`src/rtl/config_chain_loader.sv`:
```
// Serial configuration shift chain with an atomic shadow register. A commit is
// accepted only when exactly DEPTH words have been shifted since the last commit/clear.
module config_chain_loader #(
  parameter int WIDTH = 1,
  parameter int DEPTH = 8,
  parameter int CW    = $clog2(DEPTH + 1)
) (
  input  logic                     clock,
  input  logic                     nreset,
  input  logic [WIDTH-1:0]         shift_in_data,
  input  logic                     shift_in_valid,
  output logic [WIDTH-1:0]         shift_out_data,
  input  logic                     commit,
  input  logic                     clear,
  output logic [WIDTH*DEPTH-1:0]   config_out,
  output logic                     config_valid,
  output logic [CW-1:0]            shift_count,
  output logic [1:0]               state,
  output logic                     error
);

  typedef enum logic [1:0] {
    ST_EMPTY   = 2'd0,
    ST_LOADING = 2'd1,
    ST_FULL    = 2'd2,
    ST_OVERRUN = 2'd3
  } state_t;

  localparam logic [CW-1:0] DEPTH_C = CW'(DEPTH);

  logic [WIDTH-1:0]       chain_q [DEPTH];
  logic [WIDTH-1:0]       chain_d [DEPTH];
  logic [WIDTH*DEPTH-1:0] chain_flat;
  logic [WIDTH*DEPTH-1:0] shadow_q, shadow_d;
  logic [CW-1:0]          count_q, count_d, base_count, inc_count;
  state_t                 state_q, state_d, base_state;
  logic                   error_q, error_d;
  logic                   valid_q, valid_d;

  generate
    for (genvar gi = 0; gi < DEPTH; gi++) begin : g_flat
      assign chain_flat[gi*WIDTH +: WIDTH] = chain_q[gi];
    end
  endgenerate

  always_comb begin
    chain_d    = chain_q;
    shadow_d   = shadow_q;
    count_d    = count_q;
    state_d    = state_q;
    error_d    = error_q;
    valid_d    = valid_q;
    base_count = count_q;
    base_state = state_q;
    inc_count  = '0;

    if (clear) begin
      for (int i = 0; i < DEPTH; i++) chain_d[i] = '0;
      count_d = '0;
      state_d = ST_EMPTY;
      error_d = 1'b0;
    end else begin
      // Commit judges the pre-edge chain; a same-cycle shift then starts a fresh load.
      if (commit) begin
        if (state_q == ST_FULL) begin
          shadow_d = chain_flat;
          valid_d  = 1'b1;
          error_d  = 1'b0;
        end else begin
          error_d  = 1'b1;
        end
        base_count = '0;
        base_state = ST_EMPTY;
      end

      if (shift_in_valid) begin
        chain_d[0] = shift_in_data;
        for (int i = 1; i < DEPTH; i++) chain_d[i] = chain_q[i-1];
        inc_count = (base_count == DEPTH_C) ? DEPTH_C : base_count + CW'(1);
        count_d   = inc_count;
        case (base_state)
          ST_EMPTY, ST_LOADING: state_d = (inc_count == DEPTH_C) ? ST_FULL : ST_LOADING;
          default:              state_d = ST_OVERRUN;
        endcase
      end else begin
        count_d = base_count;
        state_d = base_state;
      end
    end
  end

  always_ff @(posedge clock) begin
    if (!nreset) begin
      for (int i = 0; i < DEPTH; i++) chain_q[i] <= '0;
      shadow_q <= '0;
      count_q  <= '0;
      state_q  <= ST_EMPTY;
      error_q  <= 1'b0;
      valid_q  <= 1'b0;
    end else begin
      for (int i = 0; i < DEPTH; i++) chain_q[i] <= chain_d[i];
      shadow_q <= shadow_d;
      count_q  <= count_d;
      state_q  <= state_d;
      error_q  <= error_d;
      valid_q  <= valid_d;
    end
  end

  assign shift_out_data = chain_q[DEPTH-1];
  assign config_out     = shadow_q;
  assign config_valid   = valid_q;
  assign shift_count    = count_q;
  assign state          = state_q;
  assign error          = error_q;

endmodule

```
`config.mk`:
```
export PLATFORM = sky130hd
export DESIGN_NAME = config_chain_loader
export DESIGN_NICKNAME = d
export VERILOG_FILES = /design/src/rtl/config_chain_loader.sv
export SDC_FILE = /design/constraint.sdc
export NUM_CORES = 1
export LEC_CHECK = 0
export ABC_AREA = 1
export BUFFER_PORTS_ARGS = -buffer_cell sky130_fd_sc_hd__buf_2
export CORE_MARGIN = 10
export CORE_UTILIZATION = 35
export DETAILED_ROUTE_END_ITERATION = 7
export GPL_TIMING_DRIVEN = 0
export PLACE_DENSITY = 0.53
export SLEW_MARGIN = 20
export SYNTH_ARGS = -nofsm -noshare
export SYNTH_HDL_FRONTEND = slang
export SYNTH_SLANG_ARGS = --single-unit
export TNS_END_PERCENT = 5
```
`constraint.sdc`:
```
create_clock -name clock -period 1.3 [get_ports clock]
set_input_delay 0.065 -clock clock [delete_from_list [all_inputs] [get_ports clock]]
set_output_delay 0.065 -clock clock [all_outputs]
set_load 0.05 [all_outputs]
```
# Yosys cells after proc, flatten, opt, wreduce, memory -nomap -nowiden
# Cells that the tools add are included.
# W data, S select, Z words.
[totals]
n_memories = 0
output_inout_bits = 17
latchBits = 0
ram_bits = 0
romBits = 0
register_bits = 24
wordCells = 34
input_bits = 6
[classes]
n_mux = 10
shifts = 0
div = 0
eq_ne = 4
multipliers = 0
addsub = 1
magnitude_cmp = 0
n_reduce_logical = 4
n_bitwise = 2
[ops]
columns = ["op", "n"]
rows = [
  ["$mux W4", 4],
  ["$mux W2", 5],
  ["$eq A4 B4 Y1 const B", 2],
  ["$add A4 B1 Y4 const B", 1],
  ["$reduce_or A2 Y1", 2],
  ["$reduce_and A3 Y1", 1],
  ["$eq A2 B1 Y1 const B", 1],
  ["$eq A2 B2 Y1 const B", 1],
  ["$logic_not A2 Y1", 1],
  ["$not A1 Y1", 2],
  ["$mux W1", 1],
]

# Logic depth before layout (Yosys ltp)
# Gate-level depths: netlist (run 1).
[depth]
word_depth = 8
mapped_depth = 8
depth_no_buf = 8

# Least setup slack after synthesis (run 1)
# No wires, ideal clock.
[synth_path]
path_type = "register -> register"
startpoint = "register state_q[1] (netlist: state[1])"
endpoint = "register shadow_q[7] (netlist: config_out[7])"
synth_period_minus_slack_ps = 1470
setup_ps = 116
required_ps = 1184
path_stages_with_launch = 6
arrival_ps = 1354
path_slack_ps = -170
cell_sequence = "dfxtp_1 -> inv_1 -> nor4_4 -> inv_2 -> nor2_1 -> nor2_1"
[synth_between]
elab_chain_cells = 2
[synth_rtl]
columns = ["item", "line", "source"]
rows = [
  ["from (decl)", "36", "state_t state_q, state_d, base_state;"],
  ["from (signal assigned)", "104", "state_q <= state_d;"],
  ["$eq A2 B2 Y1", "65", "if (state_q == ST_FULL) begin"],
  ["$reduce_and A3 Y1 (no line)", "-", ""],
  ["to (signal assigned)", "102", "shadow_q <= shadow_d;"],
  ["to (decl)", "34", "logic [WIDTH*DEPTH-1:0] shadow_q, shadow_d;"],
]
# No other way between the ends.
# A chain may end at the register's enable or synchronous reset.

# Worst setup path in the final report (run 1)
[layout_path]
startpoint = "register state_q[1] (netlist: state[1])"
endpoint = "register shadow_q[1] (netlist: config_out[1])"
# Same word-level chain as after synthesis.

==> metrics.yaml, run 1 <==
slew_viol_final: 0
critical_path.startpoint: "state[1]"
row_count: 18
nFillCells: 279
hold_violations: 0
grt_pass1_vias: 908
synth_adder_area_share_pct: 0
detail_route.first_pass.iterations: 4
min_path_type: "input port to flop"
routabilityCongestion: 0.8419
power_density_mw_per_mm2: 1191
diodes: 0
whs_path_depth: 3
synth_xor_area_share_pct: 0
routedWlPerCell_um: 11.52
via_per_inst: 4.798
syn_nets: 135
die_y_um: 71.95
path_cells: "inv_1 > nor4_4 > buf_4 > o21ai_0 > nor2_1"
finalPower_mw: 1.403
drv_cap: 0
fmax_mhz: 855.3
worstHoldStart: "nreset"
tightest_slew_ns: 0.4761
multi_input_area_um2: 411.6
grt_max_degree: 15
final_area_mm2: 0.001177
cts_num_sinks: 24
dp_hpwl_um: 1594
tritoncts: "built"
clk_latency_ns: 0.32
drive_gt1_share_pct: 22.15
drcViolationCount: 0
whs_ns: 0.03729
worst_path_max_delay_cell: "dfxtp_2"
die_w_um: 71.95
r2r_start: "state[1]"
r2r-end: "config_out[1]"
arrival_ns: 1.43
fin_util_pct: 46.68
netlist_area_um2: 944.7
grt_pass1_wl_um: 4008
placed_area_mm2: 0.001097
grt_usage_pct: 9.055
leakagePower_nw: 0.5624
layout_commonest_cell: "nand2_1"
routed_wl_um: 2165
area_growth_pct: 24.64
yosys.area_share.simple_pct: 29.14
via_count: 902
synth_cells: 129
skew_ns: 0.006041
path_delay_family: "simple AND/OR/NAND/NOR gates"
fin_cells: 188
status: "completed"
regArea_um2: 485.5
clock_path_buffers: 2
avgSynthCellArea_um2: 7.323
synth_compound_area_share_pct: 14.44
portBuffers: 22
regToRegSetupSlack_ns: 0.13
ys_warn_count: 0
dp_cells: 181
root_buffer: "clkbuf_4"
cts_made_buffers: 3
antenna_found_initial: 0
grt-ovfl-total: 0
synth_seq_cells: 24
die_area_mm2: 0.005177
final_cell_mix: "nand2_1 (32), nor2_1 (23), buf_2 (22), dfxtp_1 (20)"
synth_top_family_by_area: "simple AND/OR/NAND/NOR gates"
r2r_cells: 5
cp_max_fo: 9
slowest_delay_ns: 0.38
holdPathEnd: "config_out[2]"
min_period_over_period_pct: 89.94
vdd_drop_max_mv: 0.5342
min_period_ns: 1.169
initial_utilization_pct: 37.45
nets: 165
synth_cell_types: 14
rsz0062_at_grt: "false"
cp_data_required_time_ns: 1.56
finalSetupTns_ns: 0
final_antenna_net_count: 0
criticalPathCategory: "flop to flop"
worst-path-buf-inv: 2
htreeDepth: 1
io_pins: 23
crit_path_end_kind: "flop"
max_slew_margin_pct: 68.26
dr.first_iter.drc_count: 47
placeableCoreArea_mm2: 0.002522
dpl_worst_slack_ns: -0.01452
post_cts_resized: 0
worst_setup_path_start_kind: "flop"
clk_pin_slew_ns: 0.14
synth.yosys.seq_area_share_pct: 50.86
fin_ws_ns: 0.1308
synth_mux_area_share_pct: 0
setup-violations-final: 0
-- state kept, by name (all words and copies together) (netlist names) --
register and count:
error 1, state 2, config_valid 1, config_out 8, shift_out_data 1, chain_flat 7
shift_count 4
-- cell type report --
| class | count | area share, % |
|---|---|---|
| buffer | 2 | 0.6376 |
| clock buffer | 3 | 1.913 |
| clock inverter | 1 | 2.550 |
| inverter | 12 | 3.826 |
| multi-input combinational | 91 | 34.96 |
| sequential | 24 | 41.23 |
| tap | 30 | 3.188 |
| timing repair buffer | 25 | 11.69 |
-- worst min-delay path, cell delays in order --
cell and delay (ns):
buf_2 0.15, o21ai_0 0.08, nor2_1 0.04
-- Yosys cell counts, drive strengths merged --
library cell | count | share of area (%)
or2 | 1 | 0.66
dfxtp | 24 | 51
inv | 12 | 4.8
nand4 | 3 | 2.0
a31oi | 1 | 0.66
a21oi | 13 | 6.9
nand3b | 1 | 0.79
nor2 | 23 | 9.1
nand2 | 32 | 13
o21ai | 13 | 6.9
clkbuf | 2 | 0.79
nand3 | 3 | 1.6
nor4 | 1 | 2.3
-- routing by layer --
layer / share of wire, % / up-vias / GRT usage, %
li1: - / 473 / -
met1: 47 / 396 / 11.10
met2: 44 / 29 / 14.41
met3: 7.7 / 4 / 2.993
met4: 1.2 / 0 / 3.226
met5: 0 / - / 0
-- cell families (layout without fill, tap and decap cells) --
family | Yosys count | after routing
AND/OR/NAND/NOR | 64 | 64
AO/OA/AOI/OAI | 27 | 27
flip-flops | 24 | 24
buffers and inverters | 14 | 43
-- timing repair --
item | in CTS | in global routing
endpoints found under the hold margin | 2 | 0
setup endpoints to repair | 8 | 0
buffers inserted | 1 | 0
hold buffers | 2 | 0
-- how the worst max path moves through the flow --
stage,to,slack (ns),depth (start not counted)
6_report,config_out[1],0.13,5
5_1_grt,config_out[0],0.03,5
4_1_cts,config_out[1],0.12,5
3_5_place_dp,config_out[3],-0.01,4
3_3_place_gp,config_out[0],-0.04,4
2_1_floorplan,config_out[7],-0.04,4
-- power breakdown --
| group | switching (mW) | internal, mW | total [mW] |
|---|---|---|---|
| logic | 0.0752 | 0.0285 | 0.104 |
| clock network | 0.234 | 0.312 | 0.546 |
| registers | 0.00875 | 0.745 | 0.754 |
No activity file was read; power rests on OpenSTA's default activity.
==> inputs of run 2 (changes only) <==
==> constraint.sdc (replaced) <==
create_clock -name clock -period 1.3 [get_ports clock]
set_input_delay 0 -clock clock [delete_from_list [all_inputs] [get_ports clock]]
set_output_delay 0 -clock clock [all_outputs]
set_load 0.05 [all_outputs]
==> run 2 against run 1 <==
Die area did not move. Core utilization rose by 2.1 points. Count of clock-buffer cells in the layout is the same. Final area increased by 4.5%. Register-to-register slack got worse by 0.06 ns. Clock power about the same. Sequential power about the same. Highest routed layer unchanged.
==> metrics.yaml, run 2 (synthesis gave the netlist of run 1 again) <==
final_antenna_net_count: 0
worst_path_max_delay_cell: "dfxtp_2"
fmax_mhz: 812.9
cts_num_sinks: 24
die_area_mm2: 0.005177
grt-ovfl-total: 0
clock_path_buffers: 2
portBuffers: 22
htreeDepth: 1
cp_max_fo: 4
dp_hpwl_um: 1594
io_pins: 23
tightest_slew_ns: 0.4846
fin_util_pct: 48.76
area_growth_pct: 30.20
max_slew_margin_pct: 67.69
criticalPathCategory: "flop to flop"
largest_reg_flops: 8
cp_data_required_time_ns: 1.57
clk_pin_slew_ns: 0.14
drcViolationCount: 0
die_y_um: 71.95
min_path_type: "input port to flop"
worst_setup_path_start_kind: "flop"
worst-path-buf-inv: 2
regToRegSetupSlack_ns: 0.07
clk_latency_ns: 0.32
via_per_inst: 4.729
layout_commonest_cell: "nand2_1"
grt_max_degree: 15
hold_violations: 0
row_count: 18
leakagePower_nw: 0.5825
status: "completed"
crit_path_end_kind: "flop"
whs_ns: 0.04860
grt_pass1_wl_um: 4015
path_delay_family: "simple AND/OR/NAND/NOR gates"
setup-violations-final: 0
path_cells: "inv_1 > nor4_4 > buf_4 > o21ai_0 > nor2_1"
fin_ws_ns: 0.06985
nets: 169
root_buffer: "clkbuf_4"
detail_route.first_pass.iterations: 4
tritoncts: "built"
diodes: 0
slew_viol_final: 0
min_period_over_period_pct: 94.63
drv_cap: 0
grt_usage_pct: 9.058
die_w_um: 71.95
drive_gt1_share_pct: 24.69
slowest_delay_ns: 0.38
routed_wl_um: 2260
via_count: 908
grt_pass1_vias: 915
routabilityCongestion: 0.8419
dpl_worst_slack_ns: -0.01452
rsz0062_at_grt: "true"
power_density_mw_per_mm2: 1149
min_period_ns: 1.230
antenna_found_initial: 0
final_cell_mix: "nand2_1 (30), nor2_1 (22), buf_2 (21), dfxtp_1 (20)"
dr.first_iter.drc_count: 36
initial_utilization_pct: 37.45
vdd_drop_max_mv: 0.5373
placeableCoreArea_mm2: 0.002522
routedWlPerCell_um: 11.77
cts_made_buffers: 3
skew_ns: 0.004568
arrival_ns: 1.50
==> run 2: per-stage QoR <==
stage	setup TNS (ns)	total power [mW]	area, um^2	std cells
2_1_floorplan	-0.2714	0.8360	949.7	129
3_3_place_gp	-0.2972	0.8703	1097	181
3_5_place_dp	-0.06992	0.8705	1097	181
4_1_cts	0	1.429	1197	190
5_1_grt	-0.009281	1.471	1230	192
6_report	0	1.414	1230	192
==> run 2: power breakdown <==
part	switching, mW	leakage [nW]	internal, mW	total, mW
clock	0.233	0.0279	0.312	0.545
sequential	0.00895	0.196	0.745	0.754
combinational	0.0794	0.359	0.0355	0.115
total	0.322	0.583	1.09	1.41
==> run 2: path summary, 6_finish.rpt <==
path                startpoint        endpoint  depth (start not counted)
setup / recovery      state[1]   config_out[4]                          5
hold / removal           clear  shift_count[0]                          4
setup reg to reg      state[1]   config_out[4]                          5
hold reg to reg   config_valid    config_valid                          2
==> run 2: what timing repair did <==
item | 4_1_cts | 5_1_grt
pin swaps | 1 | 2
resized for setup | 0 | 11
setup endpoints to repair | 8 | 3
hold endpoints to repair | 12 | 0
hold buffers | 4 | 0
setup buffers | 1 | 0
cloned | 0 | 2
==> run 2: area by class of cell <==
class                           instances  area, um^2
Buffer                                  2       7.507
Sequential cell                        24       485.5
Inverter                               12       50.05
Multi-Input combinational cell         91       419.2
Clock inverter                          1       30.03
Tap cell                               30       37.54
Timing Repair Buffer                   28       171.4
Timing Repair inverter                  1       6.256
Clock buffer                            3       22.52
Fill cell                             270        1292
==> run 2: metal layers <==
| metal | GRT usage [%] | vias to the layer above | share of wire (%) |
|---|---|---|---|
| met3 | 3.129 | 4 | 8.0 |
| met4 | 3.226 | 0 | 1.2 |
| li1 | - | 483 | - |
| met2 | 14.51 | 25 | 44 |
| met5 | 0 | - | 0 |
| met1 | 10.95 | 396 | 47 |
==> run 2: worst reg2reg max path, stage by stage, from the launching register on <==
cell	delay, ns
dfxtp_2	0.38
inv_1	0.07
nor4_4	0.36
buf_4	0.21
o21ai_0	0.07
nor2_1	0.09
==> inputs of run 3 (changes only) <==
- CELL_PAD_IN_SITES_DETAIL_PLACEMENT: unset -> 2
- CELL_PAD_IN_SITES_GLOBAL_PLACEMENT: unset -> 2
- CORE_UTILIZATION: 35 -> 28
- CTS_BUF_LIST: unset -> sky130_fd_sc_hd__clkbuf_8 sky130_fd_sc_hd__clkbuf_16
- PLACE_DENSITY: 0.53 -> 0.73
==> run 3 against run 2 <==
Count of clock-buffer cells in the layout did not move. Power rose by 9.2%. Fmax rose by 2.0%. Final cell count rose by 6.8%. Via count rose by 6.4%. Largest power group unchanged. Clock skew rose by 0.0028 ns.
==> metrics.yaml, run 3 (synthesis gave the netlist of run 1 again) <==
status: "completed"
finalSetupTns_ns: 0
fmax_mhz: 829.2
grt_pass1_wl_um: 5016
routabilityCongestion: 0.7383
fin_cells: 205
die_y_um: 78.09
portBuffers: 22
cts_made_buffers: 3
area_growth_pct: 29.80
cp_data_required_time_ns: 1.53
leakagePower_nw: 0.5754
tightest_slew_ns: 0.4507
drive_gt1_share_pct: 23.27
dp_cells: 197
min_period_ns: 1.206
dp_hpwl_um: 2155
vdd_drop_max_mv: 0.3980
routedWlPerCell_um: 14.15
power_density_mw_per_mm2: 1259
drv_cap: 0
fin_ws_ns: 0.09403
htreeDepth: 1
via_count: 966
swShare_pct: 23.25
placed_area_mm2: 0.001117
routed_wl_um: 2901
via_per_inst: 4.712
nFillCells: 423
cts_num_sinks: 24
grt_usage_pct: 9.867
drcViolationCount: 0
r2r_cells: 6
share_seq_of_total_power_pct: 48.8
p_sw_mw: 0.3590
clk_latency_ns: 0.28
diodes: 0
final_antenna_net_count: 0
final_cell_mix: "nand2_1 (32), nor2_1 (22), buf_2 (22), dfxtp_1 (20)"
grt_max_degree: 15
combPwrFrac_pct: 7.0
initial_utilization_pct: 28.53
die_area_mm2: 0.006097
dr.first_iter.drc_count: 31
clock_power_share_pct: 44.2
slew_viol_final: 0
setup-violations-final: 0
grt_pass1_vias: 1058
final_area_mm2: 0.001226
cp_max_fo: 6
hold_violations: 0
arrival_ns: 1.43
tritoncts: "built"
min_period_over_period_pct: 92.77
p_int_mw: 1.185
layout_commonest_cell: "nand2_1"
skew_ns: 0.007383
placeableCoreArea_mm2: 0.003311
clk_pin_slew_ns: 0.10
rsz0062_at_grt: "true"
whs_ns: 0.03309
max_slew_margin_pct: 69.96
root_buffer: "clkbuf_8"
detail_route.first_pass.iterations: 3
largest_reg_flops: 8
grt-ovfl-total: 0
die_w_um: 78.09
antenna_found_initial: 0
row_count: 21
criticalPathCategory: "flop to flop"
worst_setup_path_start_kind: "flop"
min_path_type: "input port to flop"
io_pins: 23
clock_path_buffers: 2
nets: 166
whs_path_depth: 3
crit_path_end_kind: "flop"
dpl_worst_slack_ns: -0.05531
run 3: worst max-delay path, cell delays in order, from the launching register on:
cell	delay (ns)
dfxtp_2	0.37
inv_1	0.07
nor4_4	0.23
buf_4	0.18
buf_4	0.14
o21ai_0	0.08
nor2_1	0.09
run 3: final cells by class:
| cell class | count | area (um^2) | share of cell area, % |
|---|---|---|---|
| flip-flops and latches | 24 | 485.5 | 39.59 |
| multi-input cells | 91 | 414.1 | 33.78 |
| repair buffers | 26 | 145.1 | 11.84 |
| well taps | 46 | 57.56 | 4.694 |
| inverters | 12 | 45.04 | 3.673 |
| clock buffers | 3 | 41.29 | 3.367 |
| clock inverters | 1 | 30.03 | 2.449 |
| plain buffers | 2 | 7.507 | 0.6122 |
run 3: final timing paths:
| kind | endpoint | from | slack, ns |
|---|---|---|---|
| worst min register to register | config_valid | config_valid | 0.48 |
| worst max-delay path | config_out[5] | state[1] | 0.09 |
| worst min-delay path | config_valid | nreset | 0.03 |
| worst max register to register | config_out[5] | state[1] | 0.09 |
run 3: what timing repair did:
action                                 in CTS  in global routing
pin swaps                                   1                  0
gates cloned                                0                  0
hold buffers                                2                  0
resized for setup                           0                  1
buffers inserted                            2                  0
endpoints found under the hold margin       2                  0
setup endpoints to repair                   8                  3
run 3: per-stage QoR:
| step | utilization [%] | total power, mW |
|---|---|---|
| 5_1_grt | 37.04 | 1.611 |
| 3_3_place_gp | 33.75 | 0.8714 |
| 4_1_cts | 36.96 | 1.559 |
| 2_1_floorplan | - | 0.8360 |
| 6_report | 37.04 | 1.544 |
| 3_5_place_dp | 33.75 | 0.8752 |
run 3: power groups by stage:
stage / sequential [mW] / clock [mW] / combinational [mW]
5_1_grt: 0.755 / 0.736 / 0.120
3_5_place_dp: 0.771 / 0 / 0.105
3_3_place_gp: 0.770 / 0 / 0.102
4_1_cts: 0.754 / 0.696 / 0.110
2_1_floorplan: 0.794 / 0 / 0.0422
6_report: 0.754 / 0.682 / 0.108
run 3: layer usage:
metal	wire length, um	share of wire [%]	vias to the layer above	GRT usage, %
li1	-	-	476	-
met3	139	4.8	2	3.645
met5	0	0	-	0
met2	1457	50	15	16.86
met4	21	0.72	0	3.226
met1	1282	44	473	11.10
